File: config.mk
export PLATFORM = sky130hd
export DESIGN_NAME = divider
export DESIGN_NICKNAME = d
export VERILOG_FILES = /design/src/rtl/divider.sv
export SDC_FILE = /design/constraint.sdc
export NUM_CORES = 1
export LEC_CHECK = 0
export CORE_UTILIZATION = 40
export CTS_CLUSTER_DIAMETER = 200
export DETAILED_ROUTE_END_ITERATION = 10
export GPL_TIMING_DRIVEN = 0
export PLACE_DENSITY_LB_ADDON = 0.3
export SYNTH_ARGS = -nofsm -noshare
export SYNTH_HDL_FRONTEND = slang
export SYNTH_SLANG_ARGS = --single-unit
File: constraint.sdc
create_clock -name clk -period 5.4 [get_ports clk]
set_clock_uncertainty 0.2 [all_clocks]
set_input_delay 1.08 -clock clk [delete_from_list [all_inputs] [get_ports clk]]
set_output_delay 1.08 -clock clk [all_outputs]
set_load 0.03 [all_outputs]
File: src/rtl/divider.sv
// Sequential signed divider: restoring division on operand magnitudes,
// one quotient bit per clock, followed by sign correction. Quotient
// truncates toward zero; the remainder carries the sign of the dividend.
module divider #(
    parameter int DATA_W = 32,
    parameter int CNT_W  = 6
) (
    input  logic                     clk,
    input  logic                     reset_n,
    input  logic                     op_start,
    input  logic                     op_clear,
    input  logic signed [DATA_W-1:0] dividend,
    input  logic signed [DATA_W-1:0] divisor,
    output logic signed [DATA_W-1:0] quotient,
    output logic signed [DATA_W-1:0] remainder,
    output logic                     div_by_zero,
    output logic                     op_done
);

    typedef enum logic [1:0] {
        IDLE = 2'b00,
        EXEC = 2'b01,
        DONE = 2'b10
    } state_t;

    localparam logic [CNT_W-1:0] LAST_CNT = CNT_W'(DATA_W - 1);

    state_t                     state;
    logic [CNT_W-1:0]           count;
    logic [DATA_W-1:0]          rem_acc;
    logic [DATA_W-1:0]          quo_acc;
    logic [DATA_W-1:0]          dsr_mag;
    logic                       sign_q;
    logic                       sign_r;

    logic [DATA_W-1:0]          rem_shift;
    logic [DATA_W-1:0]          quo_shift;
    logic [DATA_W:0]            trial;
    logic [DATA_W-1:0]          rem_next;
    logic [DATA_W-1:0]          quo_next;

    // Unsigned magnitude; the most negative value maps to 2^(DATA_W-1).
    function automatic logic [DATA_W-1:0] magnitude(input logic signed [DATA_W-1:0] v);
        logic [DATA_W-1:0] u;
        u = $unsigned(v);
        return v[DATA_W-1] ? (~u + 1'b1) : u;
    endfunction

    // Two's-complement negation of a magnitude when neg is set (wraps).
    function automatic logic signed [DATA_W-1:0] apply_sign(input logic [DATA_W-1:0] mag,
                                                           input logic neg);
        logic [DATA_W-1:0] u;
        u = neg ? (~mag + 1'b1) : mag;
        return $signed(u);
    endfunction

    // One restoring-division step: shift {R,Q} left, try subtracting D.
    always_comb begin
        rem_shift = {rem_acc[DATA_W-2:0], quo_acc[DATA_W-1]};
        quo_shift = {quo_acc[DATA_W-2:0], 1'b0};
        trial     = {1'b0, rem_shift} - {1'b0, dsr_mag};
        rem_next  = rem_shift;
        quo_next  = quo_shift;
        if (!trial[DATA_W]) begin
            rem_next = trial[DATA_W-1:0];
            quo_next = quo_shift | {{(DATA_W-1){1'b0}}, 1'b1};
        end
    end

    // Control FSM with registered results; clear beats everything but reset.
    always_ff @(posedge clk or negedge reset_n) begin
        if (!reset_n) begin
            state       <= IDLE;
            count       <= '0;
            rem_acc     <= '0;
            quo_acc     <= '0;
            dsr_mag     <= '0;
            sign_q      <= 1'b0;
            sign_r      <= 1'b0;
            quotient    <= '0;
            remainder   <= '0;
            div_by_zero <= 1'b0;
            op_done     <= 1'b0;
        end else if (op_clear) begin
            state       <= IDLE;
            count       <= '0;
            quotient    <= '0;
            remainder   <= '0;
            div_by_zero <= 1'b0;
            op_done     <= 1'b0;
        end else begin
            case (state)
                IDLE: begin
                    quotient    <= '0;
                    remainder   <= '0;
                    div_by_zero <= 1'b0;
                    op_done     <= 1'b0;
                    if (op_start) begin
                        sign_q  <= dividend[DATA_W-1] ^ divisor[DATA_W-1];
                        sign_r  <= dividend[DATA_W-1];
                        quo_acc <= magnitude(dividend);
                        dsr_mag <= magnitude(divisor);
                        rem_acc <= '0;
                        count   <= '0;
                        if (divisor == '0) begin
                            // Divide by zero resolves immediately with a flagged result.
                            state       <= DONE;
                            quotient    <= '1;
                            remainder   <= dividend;
                            div_by_zero <= 1'b1;
                            op_done     <= 1'b1;
                        end else begin
                            state <= EXEC;
                        end
                    end
                end
                EXEC: begin
                    rem_acc <= rem_next;
                    quo_acc <= quo_next;
                    count   <= count + 1'b1;
                    if (count == LAST_CNT) begin
                        state       <= DONE;
                        quotient    <= apply_sign(quo_next, sign_q);
                        remainder   <= apply_sign(rem_next, sign_r);
                        div_by_zero <= 1'b0;
                        op_done     <= 1'b1;
                    end
                end
                DONE: begin
                    op_done <= 1'b1;
                end
                default: begin
                    state       <= IDLE;
                    count       <= '0;
                    quotient    <= '0;
                    remainder   <= '0;
                    div_by_zero <= 1'b0;
                    op_done     <= 1'b0;
                end
            endcase
        end
    end

endmodule

==> insert_results.sql <==
INSERT INTO impl_metrics (metric_group, metric, value, unit) VALUES
('grt', 'grt_overflow_total', '0', ''),
('finish', 'multi_input_comb_area', '7428', 'um^2'),
('grt', 'grt_usage', '24.63', '%'),
('power_and_ir_drop', 'power_leakage', '6.173', 'nW'),
('finish', 'n_fill_cell', '2978', ''),
('routing', 'remaining_drc_errors', '0', ''),
('cts', 'tritoncts_buffer_count', '17', ''),
('critical_path', 'ff2ff_path_depth', '18', ''),
('routing', 'antenna_violating_nets_post_route', '0', ''),
('critical_path', 'worst_r2r_startpoint', 'quo_acc[31]', ''),
('finish', 'seq_area', '4279', 'um^2'),
('logic_synthesis', 'ys_top_cells_by_area', 'sky130_fd_sc_hd__dfrtp_1, sky130_fd_sc_hd__o21ai_0, sky130_fd_sc_hd__nand2_1, sky130_fd_sc_hd__xor2_1, sky130_fd_sc_hd__a21oi_1', ''),
('sta', 'clock.fmax', '0.1944', 'GHz'),
('critical_path', 'worst-endpoint-required', '5520', 'ps'),
('sta', 'final_period_minus_worst_setup_slack', '5143', 'ps'),
('cts', 'cts_root_buf', 'sky130_fd_sc_hd__clkbuf_16', ''),
('finish', 'final_cell_area', '14770', 'um^2'),
('routing', 'mean_routed_wirelength_per_cell', '18.38', 'um'),
('finish', 'final_net_count', '1776', ''),
('min_path', 'hold_depth', '2', ''),
('routing', 'totalWireLength', '38030', 'um'),
('critical_path', 'critical_path.max_fanout', '10', ''),
('finish', 'drive_above_1_share', '5.718', '%'),
('grt', 'grt_start_max_net_pins', '113', ''),
('critical_path', 'start_kind', 'register', ''),
('power_and_ir_drop', 'power', '10.02', 'mW'),
('sta', 'worst_slew_pin_slew', '772.3', 'ps'),
('logic_synthesis', 'synth_async_sr_flop_share', '100.0', '%'),
('floorplan', 'dieWidth', '177.5', 'um'),
('logic_synthesis', 'mappedNetlistArea', '12320', 'um^2'),
('critical_path', 'end_kind', 'register', ''),
('logic_synthesis', 'number_of_cells_produced_by_synthesis', '1515', ''),
('critical_path', 'crit_slowest_cell', 'sky130_fd_sc_hd__or4_1', ''),
('critical_path', 'crit_path_cell_trace', 'inv_1 -> ha_1 -> fa_1 -> and2b_1 -> o211a_1 -> o21ai_2 -> a21o_4 -> nand2_4 -> clkbuf_2 -> clkbuf_4 -> nand2_1 -> o21ai_1 -> ha_1 -> o21ai_1 -> or4_1 -> o41ai_2 -> xnor2_1 -> o21ai_1', ''),
('logic_synthesis', 'synth_cell_type_count', '87', ''),
('cts', 'tritoncts_num_sinks', '171', ''),
('grt', 'antenna_found_initial', '0', ''),
('sta', 'report.final.slew_viol_count', '0', ''),
('critical_path', 'crit_path_end', 'remainder[28]', ''),
('cts', 'tritoncts_clock_tree', 'yes', ''),
('floorplan', 'fp.dieH', '177.5', 'um'),
('sta', 'fin_crit_sh', '95.24', '%'),
('min_path', 'hold_path.class', 'register to register', ''),
('logic_synthesis', 'synth_top_area_share', '34.73', '%'),
('power_and_ir_drop', 'peakVddDrop', '0.4188', 'mV'),
('place', 'io_buffers', '132', ''),
('floorplan', 'pin_count', '134', ''),
('critical_path', 'critical_path_cell_count', '18', ''),
('floorplan', 'die-area', '31510', 'um^2'),
('place', 'place.gp.congestion', '0.9172', ''),
('critical_path', 'timing.critical_path.slowest_cell_delay', '660', 'ps'),
('floorplan', 'initial_utilization', '41.13', '%'),
('logic_synthesis', 'synth.avg_cell_area', '8.132', 'um^2'),
('critical_path', 'critical_path.startpoint', 'quo_acc[31]', ''),
('logic_synthesis', 'leading_area_contributor_after_synthesis', 'sky130_fd_sc_hd__dfrtp_1', ''),
('critical_path', 'timing_worst_setup_path_type', 'register to register', ''),
('critical_path', 'crit_path_dat', '5260', 'ps'),
('critical_path', 'worst-path-buf-inv', '3', ''),
('routing', 'routed-via-count', '11730', ''),
('sta', 'worst_relative_slew_slack', '48.51', '%'),
('sta', 'report.final.setup_viol', '0', ''),
('logic_synthesis', 'synth_enable_flop_cells', '0', ''),
('critical_path', 'critPathMostFrequentCell', 'sky130_fd_sc_hd__o21ai_1', ''),
('routing', 'drtPass1Iterations', '5', ''),
('cts', 'clk_pin_slew_worst_paths', '80', 'ps'),
('cts', 'cts_htree_levels', '4', ''),
('power_and_ir_drop', 'cellPowerDensity', '678.3', 'nW/um^2'),
('run', 'drv_cap', '0', ''),
('sta', 'hold_violations', '0', ''),
('critical_path', 'cp_top_family', 'compound AO/OA/AOI/OAI gates', ''),
('outcome', 'run_status', 'completed', '');
==> report_power, final <==
group          internal (mW)  switching (mW)  total (mW)
Combinational           2.49            4.12        6.61
Sequential              1.67           0.492        2.16
Clock                  0.620           0.623        1.24
==> flip-flops by register name, indices dropped and copies added (netlist names) <==
name	count
dsr_mag	32
quo_acc	32
quotient	32
remainder	32
rem_acc	31
count	6
state	2
div_by_zero	1
op_done	1
sign_q	1
sign_r	1
==> placed cells by master (no fill, tap or decap), types with 10 or more instances in the layout <==
| cell type | n |
|---|---|
| sky130_fd_sc_hd__clkbuf_1 | 56 |
| sky130_fd_sc_hd__mux2i_1 | 15 |
| sky130_fd_sc_hd__o31ai_1 | 35 |
| sky130_fd_sc_hd__o41ai_1 | 15 |
| sky130_fd_sc_hd__buf_2 | 10 |
| sky130_fd_sc_hd__ha_1 | 41 |
| sky130_fd_sc_hd__nor3_1 | 27 |
| sky130_fd_sc_hd__clkbuf_16 | 17 |
| sky130_fd_sc_hd__nand2_1 | 222 |
| sky130_fd_sc_hd__nor2_1 | 86 |
| sky130_fd_sc_hd__inv_1 | 59 |
| sky130_fd_sc_hd__o21ai_1 | 25 |
| sky130_fd_sc_hd__dfrtp_1 | 171 |
| sky130_fd_sc_hd__a21oi_1 | 118 |
| sky130_fd_sc_hd__a22oi_1 | 31 |
| sky130_fd_sc_hd__clkdlybuf4s50_1 | 131 |
| sky130_fd_sc_hd__xor2_1 | 86 |
| sky130_fd_sc_hd__xnor2_1 | 54 |
| sky130_fd_sc_hd__o21ai_0 | 206 |
| sky130_fd_sc_hd__a21o_1 | 10 |
| sky130_fd_sc_hd__or3_1 | 18 |
| sky130_fd_sc_hd__or4_1 | 20 |
| sky130_fd_sc_hd__nand3_1 | 17 |
==> metal layers <==
layer  routed length [um]  global-route usage (%)  vias up  share of wire (%)
li1                     -                       -     5737                  -
met1                17420                   33.15     5597                 46
met2                17950                   41.08      348                 47
met3                 1957                   3.171       52                5.1
met4                  701                   7.336        0                1.8
met5                    0                       0        -                  0
==> repair_timing <==
action / 4_1_cts / 5_1_grt
buffers inserted: 1 / 0
hold buffers: 0 / 0
setup endpoints to repair: 11 / 9
pin swaps: 1 / 0
resized for setup: 6 / 8
==> cells in the mapped netlist (all sizes together), types with 6 or more instances <==
cell type and number:
inv 59, a22o 7, xnor2 54, o21ai 233
a22oi 31, buf 31, nand2 223, a211oi 7
and3 9, nand3 17, a31oi 9, nor3 28
o31ai 36, dfrtp 171, nor2b 6, o21a 7
o41ai 17, nand2b 6, a21oi 123, a21o 11
nand4 6, clkbuf 57, or2 9, or4 21
ha 41, nor4 13, mux2i 15, nor2 87
or3 19, xor2 86
==> worst register-to-register path: stages (launching register included) <==
cell,delay [ps]
sky130_fd_sc_hd__dfrtp_1,440
sky130_fd_sc_hd__inv_1,120
sky130_fd_sc_hd__ha_1,240
sky130_fd_sc_hd__fa_1,440
sky130_fd_sc_hd__and2b_1,270
sky130_fd_sc_hd__o211a_1,230
sky130_fd_sc_hd__o21ai_2,120
sky130_fd_sc_hd__a21o_4,260
sky130_fd_sc_hd__nand2_4,140
sky130_fd_sc_hd__clkbuf_2,300
sky130_fd_sc_hd__clkbuf_4,300
sky130_fd_sc_hd__nand2_1,80
sky130_fd_sc_hd__o21ai_1,170
sky130_fd_sc_hd__ha_1,290
sky130_fd_sc_hd__o21ai_1,240
sky130_fd_sc_hd__or4_1,660
sky130_fd_sc_hd__o41ai_2,260
sky130_fd_sc_hd__xnor2_1,190
sky130_fd_sc_hd__o21ai_1,80
==> worst min path at each step <==
stage | start | to | slack (ps)
after floorplan | dsr_mag[31] | dsr_mag[31] | 240
after global placement | quotient[14] | quotient[14] | 260
after detailed placement | quotient[7] | quotient[7] | 270
after CTS | quotient[7] | quotient[7] | 290
after global routing | dsr_mag[21] | dsr_mag[21] | 310
final | quotient[18] | quotient[18] | 280
==> stage by stage <==
stage | std cells | hold WS [ps] | setup WS [ps] | utilization, % | setup TNS (ps)
after floorplan | 1515 | 243.2 | 778.6 | - | 0
after global placement | 2037 | 263.8 | -4036 | 47.17 | -689150
after detailed placement | 2038 | 270.0 | -418.4 | 47.28 | -3308
after CTS | 2070 | 286.2 | 62.12 | 49.27 | 0
after global routing | 2069 | 305.8 | 22.00 | 49.32 | 0
final | 2069 | 278.1 | 257.2 | 49.32 | 0
==> final cells by class <==
class / count / share of cell area [%]
Multi-Input combinational cell: 1196 / 50.29
Sequential cell: 171 / 28.97
Buffer: 86 / 2.761
Tap cell: 390 / 3.303
Inverter: 60 / 1.533
Clock inverter: 14 / 1.025
Timing Repair Buffer: 134 / 9.216
Clock buffer: 18 / 2.905
==> cells by family after synthesis <==
kind of cell	Yosys count	synth area share [%]
mux	18	1.493
buf+inv	148	5.169
simple gates	469	18.12
xor+xnor	140	9.952
fa+ha+maj	42	4.326
flops	171	34.73
compound gates	527	26.21
No activity file was read; power rests on OpenSTA's default activity.
